`src/rtl/water_pkg.sv`:
```
// Shared types and helpers for the water-level input filter.
package water_pkg;

   localparam int MAX_WIDTH = 32;

   typedef enum logic [1:0] {
      ACC_NONE    = 2'd0,
      ACC_VALID   = 2'd1,
      ACC_INVALID = 2'd2
   } accept_kind_e;

   // Counter width able to hold 0..max_value, never narrower than one bit.
   function automatic int cnt_width(input int max_value);
      int w;
      w = $clog2(max_value + 1);
      return (w < 1) ? 1 : w;
   endfunction

   // True when the low 'width' bits read 0..01..1 from the LSB (all-zero and all-one included).
   function automatic logic is_thermometer(input logic [MAX_WIDTH-1:0] code, input int width);
      logic seen_zero;
      logic ok;
      seen_zero = 1'b0;
      ok        = 1'b1;
      for (int i = 0; i < MAX_WIDTH; i++) begin
         if (i < width) begin
            if (!code[i]) begin
               seen_zero = 1'b1;
            end else if (seen_zero) begin
               ok = 1'b0;
            end else begin
               ok = ok;
            end
         end else begin
            ok = ok;
         end
      end
      return ok;
   endfunction

endpackage

```
`src/rtl/sync_2ff.sv`:
```
// Two-flop synchroniser for asynchronous GPIO bits; only the second stage is exported.
module sync_2ff #(
   parameter int WIDTH = 1
) (
   input  logic             clk,
   input  logic             reset,
   input  logic [WIDTH-1:0] d,
   output logic [WIDTH-1:0] q
);

   logic [WIDTH-1:0] meta_r;
   logic [WIDTH-1:0] sync_r;

   // metastability chain
   always_ff @(posedge clk) begin
      if (reset) begin
         meta_r <= {WIDTH{1'b0}};
         sync_r <= {WIDTH{1'b0}};
      end else begin
         meta_r <= d;
         sync_r <= meta_r;
      end
   end

   assign q = sync_r;

endmodule

```
`src/rtl/water_level_filter.sv`:
```
// Debounces probe bits: accepts a level after DEPTH equal sample ticks, validates
// thermometer coding and raises a sticky fault when the input never settles.
module water_level_filter
   import water_pkg::*;
#(
   parameter int WIDTH        = 4,
   parameter int DEPTH        = 4,
   parameter int SAMPLE_DIV   = 1,
   parameter int TIMEOUT      = 64,
   parameter int CHECK_THERMO = 1
) (
   input  logic             clk,
   input  logic             reset,
   input  logic [WIDTH-1:0] water_level_input,
   output logic [WIDTH-1:0] water_level,
   output logic             level_valid,
   output logic             level_changed,
   output logic             code_err,
   output logic             fault
);

   localparam int SW = cnt_width(DEPTH);
   localparam int TW = cnt_width(TIMEOUT);
   localparam int DW = cnt_width(SAMPLE_DIV - 1);

   typedef logic [SW-1:0] stable_cnt_t;
   typedef logic [TW-1:0] timeout_cnt_t;
   typedef logic [DW-1:0] div_cnt_t;

   localparam stable_cnt_t  DEPTH_C   = SW'(DEPTH);
   localparam stable_cnt_t  STABLE_1  = SW'(1);
   localparam timeout_cnt_t TO_MAX    = TW'(TIMEOUT);
   localparam timeout_cnt_t TO_1      = TW'(1);
   localparam div_cnt_t     DIV_LAST  = DW'(SAMPLE_DIV - 1);
   localparam div_cnt_t     DIV_1     = DW'(1);
   localparam logic         TO_ENABLE = (TIMEOUT != 0);
   localparam logic         THERMO_ON = (CHECK_THERMO != 0);

   logic [WIDTH-1:0] samp_s;
   logic [WIDTH-1:0] candidate_r;
   stable_cnt_t      stable_cnt_r;
   stable_cnt_t      stable_nxt_s;
   div_cnt_t         div_r;
   timeout_cnt_t     timeout_r;
   timeout_cnt_t     timeout_nxt_s;
   logic             tick_s;
   logic             changed_s;
   logic             code_ok_s;
   logic             count_s;
   logic             settled_r;
   accept_kind_e     accept_kind_s;

   logic [WIDTH-1:0] water_level_r;
   logic             level_valid_r;
   logic             level_changed_r;
   logic             code_err_r;
   logic             fault_r;

   sync_2ff #(
      .WIDTH (WIDTH)
   ) u_sync (
      .clk   (clk),
      .reset (reset),
      .d     (water_level_input),
      .q     (samp_s)
   );

   // sample tick, stability count and acceptance classification
   always_comb begin
      tick_s        = (div_r == DIV_LAST);
      changed_s     = (samp_s != candidate_r);
      stable_nxt_s  = stable_cnt_r;
      accept_kind_s = ACC_NONE;

      if (changed_s) begin
         stable_nxt_s = STABLE_1;
      end else if (stable_cnt_r == DEPTH_C) begin
         stable_nxt_s = DEPTH_C;
      end else begin
         stable_nxt_s = stable_cnt_r + STABLE_1;
      end

      if (THERMO_ON) begin
         code_ok_s = is_thermometer(MAX_WIDTH'(samp_s), WIDTH);
      end else begin
         code_ok_s = 1'b1;
      end

      // a candidate change always starts a fresh run, so DEPTH=1 still re-accepts
      if (tick_s && (stable_nxt_s == DEPTH_C) && ((stable_cnt_r != DEPTH_C) || changed_s)) begin
         accept_kind_s = code_ok_s ? ACC_VALID : ACC_INVALID;
      end else begin
         accept_kind_s = ACC_NONE;
      end
   end

   // timeout accounting: a settled, already accepted level does not age toward a fault
   always_comb begin
      count_s = TO_ENABLE && tick_s && (accept_kind_s != ACC_VALID) && !(settled_r && !changed_s);
      if (timeout_r == TO_MAX) begin
         timeout_nxt_s = TO_MAX;
      end else begin
         timeout_nxt_s = timeout_r + TO_1;
      end
   end

   // filter state and registered outputs
   always_ff @(posedge clk) begin
      if (reset) begin
         candidate_r     <= {WIDTH{1'b0}};
         stable_cnt_r    <= {SW{1'b0}};
         div_r           <= {DW{1'b0}};
         timeout_r       <= {TW{1'b0}};
         settled_r       <= 1'b0;
         water_level_r   <= {WIDTH{1'b0}};
         level_valid_r   <= 1'b0;
         level_changed_r <= 1'b0;
         code_err_r      <= 1'b0;
         fault_r         <= 1'b0;
      end else begin
         level_changed_r <= 1'b0;
         code_err_r      <= 1'b0;
         div_r           <= tick_s ? {DW{1'b0}} : (div_r + DIV_1);

         if (tick_s) begin
            candidate_r  <= samp_s;
            stable_cnt_r <= stable_nxt_s;
            if (changed_s) begin
               settled_r <= 1'b0;
            end
         end

         if (count_s) begin
            timeout_r <= timeout_nxt_s;
            if (timeout_nxt_s == TO_MAX) begin
               fault_r <= 1'b1;
            end
         end

         case (accept_kind_s)
            ACC_VALID: begin
               if (!level_valid_r || (samp_s != water_level_r)) begin
                  water_level_r   <= samp_s;
                  level_changed_r <= 1'b1;
               end
               level_valid_r <= 1'b1;
               fault_r       <= 1'b0;
               timeout_r     <= {TW{1'b0}};
               settled_r     <= 1'b1;
            end
            ACC_INVALID: begin
               code_err_r <= 1'b1;
            end
            default: begin
               code_err_r <= 1'b0;
            end
         endcase
      end
   end

   assign water_level   = water_level_r;
   assign level_valid   = level_valid_r;
   assign level_changed = level_changed_r;
   assign code_err      = code_err_r;
   assign fault         = fault_r;

endmodule

```
`config.mk`:
```
export PLATFORM = sky130hd
export DESIGN_NAME = water_level_filter
export DESIGN_NICKNAME = d
export VERILOG_FILES = /design/src/rtl/water_pkg.sv /design/src/rtl/sync_2ff.sv /design/src/rtl/water_level_filter.sv
export SDC_FILE = /design/constraint.sdc
export NUM_CORES = 1
export LEC_CHECK = 0
export ABC_AREA = 1
export CAP_MARGIN = 10
export CORE_UTILIZATION = 60
export DETAILED_ROUTE_END_ITERATION = 12
export GPL_ROUTABILITY_DRIVEN = 0
export PLACE_DENSITY = 0.88
export SYNTH_ARGS = -nofsm -noshare
export SYNTH_HDL_FRONTEND = slang
export SYNTH_HIERARCHICAL = 1
export SYNTH_SLANG_ARGS = --single-unit
```
`constraint.sdc`:
```
create_clock -name clk -period 2.74 [get_ports clk]
set_input_delay 0.685 -clock clk [delete_from_list [all_inputs] [get_ports clk]]
set_output_delay 0.685 -clock clk [all_outputs]
set_load 0.03 [all_outputs]
```
# == Yosys cells after proc, flatten, opt, wreduce, memory -nomap -nowiden ==
# Index checks and enable logic that the tools add are counted.
# op_classes
n_addsub,3
n_eq_ne,11
muxes,19
reduce_logical,17
bitwise_logic,2
# op_table
operator,n
"equality test 7 bit, second input constant",2
2-to-1 mux 1 bit,14
inequality test 4 bit,2
"adder 7 x 1 -> 7 bit, second input constant",1
2-to-1 mux 7 bit,1
"equality test 3 bit, second input constant",2
2-to-1 mux 3 bit,2
AND reduction 2 bit,3
OR reduction 2 bit,3
logical AND 1 bit,5
2-to-1 mux 2 bit,2
"inequality test 2 x 1 -> 1 bit, second input constant",2
"adder 3 x 1 -> 3 bit, second input constant",1
zero test 1 bit,3
"inequality test 3 bit, second input constant",1
"equality test 2 x 1 -> 1 bit, second input constant",1
"equality test 2 bit, second input constant",1
logical OR 1 bit,2
NOT 1 bit,2
nonzero test 2 bit,1
"adder 1 bit, second input constant",1
# totals
output_inout_bits,8
ff_bits,32
input_bits,6

# == Depth between registers and ports, before layout ==
# Gate-level depths: netlist of run 1.
# logic_depth
depth_word,12
depth_mapped,12

# == Cells and area by module ==
# Netlist of run 1, hierarchy kept.
# modules_own_cells
mod,seq_area_each_um2,n_inst,area_per_inst_um2,cells_each
water_level_filter,480.5,1,1335.0,205
sync_2ff,160.2,1,231.5,25

# == Worst setup path before layout of run 1 ==
# Ideal clock, no wire load.
# synth_timing
kind,register -> register
from,register u_sync.sync_r[2] (netlist: u_sync/q[2])
to,register timeout_r[2]
slack_ns,1.281
stages_incl_launch_ff,11
arrival_ns,1.346
path_buffers,0
t_required_ns,2.627
cell_sequence,dfxtp_1 inv_2 nand2_1 nand2_1 nor2_2 nand2_2 o21ai_4 inv_2 or2_0 nand2_1 nor2_1
# synth_between
elab_chain_cells,9
elab_cells_between_ends,20
cone_classes,eq/ne (4); mux (7); reduce/logical (9)
# synth_lines
item,line,text
start: declaration,sync_2ff.sv:12,logic [WIDTH-1:0] sync_r;
start signal: assignment,sync_2ff.sv:18,sync_r <= {WIDTH{1'b0}};
start signal: assignment,sync_2ff.sv:21,sync_r <= meta_r;
inequality test 4 bit,water_level_filter.sv:71,changed_s = (samp_s != candidate_r);
2-to-1 mux 3 bit,water_level_filter.sv:75,if (changed_s) begin
equality test 3 bit,water_level_filter.sv:90,if (tick_s && (stable_nxt_s == DEPTH_C) && ((stable_cnt_r != DEPTH_C) || changed_s)) begin
logical AND 1 bit (2 in a row),water_level_filter.sv:90,
2-to-1 mux 2 bit,water_level_filter.sv:90,
inequality test 2 x 1 -> 1 bit,water_level_filter.sv:99,count_s = TO_ENABLE && tick_s && (accept_kind_s != ACC_VALID) && !(settled_r && !changed_s);
logical AND 1 bit (2 in a row),water_level_filter.sv:99,
end signal: assignment,water_level_filter.sv:113,timeout_r <= {TW{1'b0}};
end signal: assignment,water_level_filter.sv:134,timeout_r <= timeout_nxt_s;
end signal: assignment,water_level_filter.sv:148,timeout_r <= {TW{1'b0}};
end: declaration,water_level_filter.sv:44,timeout_cnt_t timeout_r;
# Several ways; a longest one is shown, not always the timed one.
# A chain may end at the register's enable or synchronous reset.

# == Worst setup path after layout of run 1 ==
# layout_timing
from,register water_level_r[3] (netlist: water_level[3])
to,output port water_level[3]
# layout_lines
item,line,text
start: declaration,water_level_filter.sv:53,logic [WIDTH-1:0] water_level_r;
start signal: assignment,water_level_filter.sv:115,water_level_r <= {WIDTH{1'b0}};
start signal: assignment,water_level_filter.sv:143,water_level_r <= samp_s;
end: declaration,water_level_filter.sv:15,"output logic [WIDTH-1:0] water_level,"
# No word-level cell between the ends.

==> out/metrics.yaml, run 1 <==
layout:
  n_antenna_cell: 0
  final_util_pct: 71.3
  nNetsFinal: 256
  fill_cells: 225
  area_growth_syn_to_layout_pct: 12.8
  layout-drive-gt1-share_pct: 8.10
  fin_area_um2: 1770
routing:
  routed_wl_mm: 2.90
  highest_layer: "met4"
  drtAntennaViolNets: 0
  wl_per_cell_um: 10.5
  drt_pass1_iterations: 4
  drt_iter0_drc: 25
  wl_met1_mm: 1.30
  drcViolationCount: 0
  drt-vias-per-instance: 5.00
  wl_met3_um: 109
  dr_total_vias: 1386
  met2_length_mm: 1.45
worst_setup_path:
  cpMaxStageDelayCell: "clkdlybuf4s50_1"
  crit_buf_inv: 1
  crit_fanout: 3
  critical_path_class: "flip-flop to output port"
  critical_path_arrival_ns: 1.40
  cpLargestDelayFamily: "buffers and inverters"
  required_ns: 2.06
  cp-end-kind: "output port"
  slowest_delay_ns: 0.70
  start_kind: "flip-flop"
  ff2ff_setup_slack_ns: 0.91
  crit_chain: "clkdlybuf4s50_1"
flow_run:
  cap_violations: 0
yosys:
  synthMuxAreaShare_pct: 0
  yosysTopAreaCell: "dfxtp_1"
  ys_ff_latch: 32
  synth-simple-area-share_pct: 30.6
  synth_common_cells: "nand2_1 (54), inv_1 (40), nor2_1 (35)"
  synth_edf_count: 0
  netlist_instances: 230
  synthTopCellsByArea: "dfxtp_1 (41%), nand2_1 (13%), inv_1 (9.6%), nor2_1 (8.4%), a21oi_1 (5.1%)"
  syn-cell-area_um2: 1570
  synth_compound_area_share_pct: 11.8
  synth_top_flop_cell: "dfxtp_1"
  async_flop_share_pct: 0
  syn_nets: 240
  synth_xor_area_share_pct: 0.559
  ys_types: 28
  yosysSeqAreaShare_pct: 40.9
  synth_fa_ha_area_share_pct: 3.19
  yosysMostFrequentCell: "nand2_1"
  synth_warnings: 6
  synthDominantCellAreaShare_pct: 40.9
  synth_top_family_by_area: "simple AND/OR/NAND/NOR gates"
  synth.avg_cell_area_um2: 6.81
clock_network:
  cts.sinks: 32
  htree_levels: 2
  clockRootBuffer: "clkbuf_4"
  clockBufferDepth: 2
  cts-buffers-inserted: 5
  cts_setup_buffers: 0
  clock_latency_ns: 0.33
  path_clk_slew_ns: 0.08
  cts_tree: "built"
  postCtsHoldBufs: 0
  cts_resized: 0
sta:
  skew_ns: 0.00750
  max_freq_mhz: 480
  rsz0062_at_grt: "no"
  drv_slew: 0
  finalSetupTns_ns: 0
  setup_viol: 0
  hold_viol: 0
  finalCritPeriodShare_pct: 76.1
  period_minus_slack_ns: 2.08
placed_design:
  port-buffer-count: 13
  dpl-instance-area_um2: 1710
  hpwl_mm: 2.18
grt:
  grt_pass1_vias: 1260
  grt_use_total_pct: 25.0
  antenna_found_initial: 0
  grt_start_max_net_pins: 16
  grt_pass1_wl_mm: 4.88
  grt.overflow.total: 0
die:
  floorplan.die.width_um: 53.1
  fp.coreArea_um2: 2480
  die_h_um: 53.1
  die-area_um2: 2820
  start_util_pct: 63.2
  io_pins: 14
  row_count: 18
power_and_ir_drop:
  pwr-share-clk_pct: 30.6
  power_frac_seq_pct: 57.0
  power_leakage_nw: 0.816
  p_int_uw: 653
  p_total_uw: 884
  vdd_ir_drop_max_v: 0.000435
  swShare_pct: 26.1
  p_comb_share_pct: 12.4
  power_density_nw_per_um2: 500
  p_switching_uw: 231
min_path:
  worst_hold_path_type: "flip-flop to flip-flop"
status:
  run_status: "finished clean"
==> power groups by stage <==
| stage | sequential (mW) | clock [mW] | combinational (mW) |
|---|---|---|---|
| after CTS | 0.504 | 0.279 | 0.110 |
| after floorplan | 0.509 | 0 | 0.0872 |
| after detailed placement | 0.515 | 0 | 0.109 |
| final | 0.504 | 0.271 | 0.109 |
| after global routing | 0.507 | 0.303 | 0.126 |
| after global placement | 0.514 | 0 | 0.105 |
==> layout make-up <==
| cell class | count | area, µm² | area share, % |
|---|---|---|---|
| Inverter | 44 | 165 | 9.35 |
| Multi-Input combinational cell | 149 | 727 | 41.1 |
| Timing Repair Buffer | 14 | 138 | 7.79 |
| Sequential cell | 32 | 641 | 36.3 |
| Tap cell | 30 | 37.5 | 2.12 |
| Clock buffer | 8 | 58.8 | 3.33 |
==> through the flow <==
| stage | hold slack (ns) | cells | setup WS (ns) |
|---|---|---|---|
| finish | 0.404 | 277 | 0.656 |
| global route | 0.413 | 277 | 0.599 |
| CTS | 0.407 | 277 | 0.653 |
| detailed placement | 0.395 | 269 | 0.898 |
| global placement | 0.388 | 269 | 0.939 |
| floorplan | 0.388 | 230 | 1.28 |
==> layer usage <==
layer | up-vias | track usage [%]
met5 | - | 0
met4 | 0 | 10.1
met3 | 7 | 8.91
met2 | 27 | 45.6
met1 | 615 | 25.4
li1 | 737 | -
==> final timing paths <==
kind | to | cells past startpoint | start
hold / removal | u_sync/q[2] | 2 | u_sync/meta_r[2]
setup / recovery | water_level[3] | 1 | water_level[3]
setup reg to reg | timeout_r[2] | 11 | u_sync/q[0]
hold reg to reg | u_sync/q[2] | 2 | u_sync/meta_r[2]
==> state kept, by name, indices dropped and copies added, names as in the netlist <==
register	cells
code_err	1
timeout_r	7
fault	1
level_valid	1
u_sync/q	4
settled_r	1
water_level	4
u_sync/meta_r	4
level_changed	1
stable_cnt_r	3
div_r	1
candidate_r	4
==> logic make-up (layout without fill, tap and decap cells) <==
| logic type | Yosys count | after routing |
|---|---|---|
| buffers and inverters | 49 | 66 |
| and+or+nand+nor | 111 | 111 |
| other | 1 | 1 |
| DFF | 32 | 32 |
| adders and majority gates | 4 | 4 |
| AOI/OAI and AO/OA | 32 | 32 |
| xor gates and xnor gates | 1 | 1 |
==> placed cells by master, fill, tap and decap left out, types with 2 or more instances in the layout <==
| cell | n |
|---|---|
| clkbuf_1 | 2 |
| o211ai_1 | 3 |
| nor2_2 | 3 |
| nand3_1 | 9 |
| clkdlybuf4s50_1 | 13 |
| dfxtp_1 | 32 |
| o22ai_1 | 2 |
| nor2_1 | 35 |
| a21oi_1 | 16 |
| inv_2 | 4 |
| nor3_1 | 2 |
| clkbuf_4 | 5 |
| inv_1 | 40 |
| ha_1 | 4 |
| o21ai_0 | 8 |
| nand2_1 | 54 |
(Power assumes the default switching activity.)
==> inputs of run 2 (changes only) <==
--- a/config.mk
+++ b/config.mk
@@ -7,10 +7,10 @@
 export LEC_CHECK = 0
 export ABC_AREA = 1
 export CAP_MARGIN = 10
-export CORE_UTILIZATION = 60
+export CORE_UTILIZATION = 56
 export DETAILED_ROUTE_END_ITERATION = 12
 export GPL_ROUTABILITY_DRIVEN = 0
-export PLACE_DENSITY = 0.88
+export PLACE_DENSITY = 0.83
 export SYNTH_ARGS = -nofsm -noshare
 export SYNTH_HDL_FRONTEND = slang
 export SYNTH_HIERARCHICAL = 1
==> constraint.sdc (replaced) <==
create_clock -name clk -period 2 [get_ports clk]
set_input_delay 0.5 -clock clk [delete_from_list [all_inputs] [get_ports clk]]
set_output_delay 0.5 -clock clk [all_outputs]
set_load 0.03 [all_outputs]
==> out/metrics.yaml, run 2 (synthesis gave the netlist of run 1 again) <==
sta:
  period_minus_slack_ns: 1.91
  hold_viol: 0
  drv_slew: 0
  rsz0062_at_grt: "no"
  finalSetupTns_ns: 0
  finalCritPeriodShare_pct: 95.7
  layout_setup_ws_ns: 0.0851
  setup_viol: 0
  skew_ns: 0.00737
  max_freq_mhz: 522
worst_setup_path:
  cpLargestDelayFamily: "buffers and inverters"
  reg2reg_from: "u_sync/q[3]"
  critical_path_class: "flip-flop to output port"
  cp-end-kind: "output port"
  critical_path_arrival_ns: 1.41
  reg2reg_depth: 11
  start_kind: "flip-flop"
  crit_start: "water_level[3]"
  crit_buf_inv: 1
  crit_chain: "clkdlybuf4s50_1"
  ff2ff_setup_slack_ns: 0.22
  required_ns: 1.50
  slowest_delay_ns: 0.69
  crit_fanout: 3
  rr_endpoint: "timeout_r[2]"
  cpMaxStageDelayCell: "clkdlybuf4s50_1"
routing:
  drt_pass1_iterations: 4
  drt_iter0_drc: 31
  routed_wl_mm: 3.05
  drtAntennaViolNets: 0
  dr_total_vias: 1397
  drcViolationCount: 0
  drt-vias-per-instance: 5.01
  wl_per_cell_um: 10.9
layout:
  final_common_cell: "nand2_1"
  n_antenna_cell: 0
  layout-drive-gt1-share_pct: 9.64
  layout_common_cells: "nand2_1 (53), inv_1 (40), nor2_1 (35)"
  largest_register: "timeout_r"
  area_growth_syn_to_layout_pct: 15.5
  instances_no_fill: 279
  largest_register_ffs: 7
  nNetsFinal: 258
power_and_ir_drop:
  pwr-share-clk_pct: 36.7
  p_comb_share_pct: 11.8
  power_density_nw_per_um2: 740
  vdd_ir_drop_max_v: 0.000532
  p_switching_uw: 352
  swShare_pct: 26.3
  power_frac_seq_pct: 51.5
  power_leakage_nw: 0.836
  p_int_uw: 986
clock_network:
  postCtsHoldBufs: 0
  clockBufferDepth: 2
  clock_latency_ns: 0.34
  cts.sinks: 32
  htree_levels: 2
  path_clk_slew_ns: 0.10
  clockRootBuffer: "clkbuf_4"
  cts_resized: 0
  cts-buffers-inserted: 5
  cts_tree: "built"
  cts_setup_buffers: 0
die:
  row_count: 18
  io_pins: 14
  die_h_um: 54.9
  die-area_um2: 3010
  floorplan.die.width_um: 54.9
  start_util_pct: 61.0
  fp.coreArea_um2: 2570
grt:
  grt_pass1_vias: 1064
  antenna_found_initial: 0
  grt_start_max_net_pins: 16
  grt_pass1_wl_mm: 4.64
  grt_use_total_pct: 22.7
  grt.overflow.total: 0
flow_run:
  cap_violations: 0
min_path:
  worst_hold_path_type: "flip-flop to flip-flop"
  hold_path_end: "u_sync/q[0]"
  holdPathStages: 2
  min_from: "u_sync/meta_r[0]"
placed_design:
  dp.cells: 271
  hpwl_mm: 2.14
  port-buffer-count: 13
  pre_cts_ws_ns: 0.183
status:
  run_status: "finished clean"
## run 2: how the worst max path moves through the flow
stage	depth (start not counted)	slack [ns]	endpoint
5_1_grt	11	0.01	timeout_r[3]
2_1_floorplan	10	0.54	timeout_r[2]
4_1_cts	1	0.07	water_level[3]
3_3_place_gp	11	0.21	timeout_r[4]
3_5_place_dp	11	0.18	timeout_r[2]
6_report	1	0.09	water_level[3]
## run 2: cell type report
type / instances / area, µm²
fillers: 225 / 758
multi-input cells: 149 / 737
flip-flops and latches: 32 / 641
inverters: 44 / 165
repair buffers: 16 / 153
clock buffers: 6 / 41.3
well taps: 30 / 37.5
clock inverters: 2 / 35.0
## run 2: metrics by stage
step	cell area (µm²)	utilization (%)	power [mW]	hold slack [ns]
2_1_floorplan	1570	-	0.817	0.388
5_1_grt	1810	70.5	1.40	0.424
4_1_cts	1800	70.1	1.34	0.411
3_5_place_dp	1720	67.1	0.857	0.397
6_report	1810	70.5	1.34	0.411
3_3_place_gp	1720	67.1	0.854	0.390
## run 2: power by group through the flow
stage	Sequential, mW	Clock (mW)	Combinational (mW)
after CTS	0.689	0.498	0.156
after detailed placement	0.703	0	0.154
final	0.689	0.491	0.158
after global placement	0.702	0	0.152
after floorplan	0.697	0	0.119
after global routing	0.693	0.524	0.181
## run 2: routing by layer
metal | global-route usage, % | vias up | wire length [µm]
met2 | 34.7 | 43 | 1340
met4 | 8.75 | 0 | 58
li1 | - | 745 | -
met5 | 0 | - | 0
met1 | 29.0 | 600 | 1470
met3 | 8.20 | 9 | 184
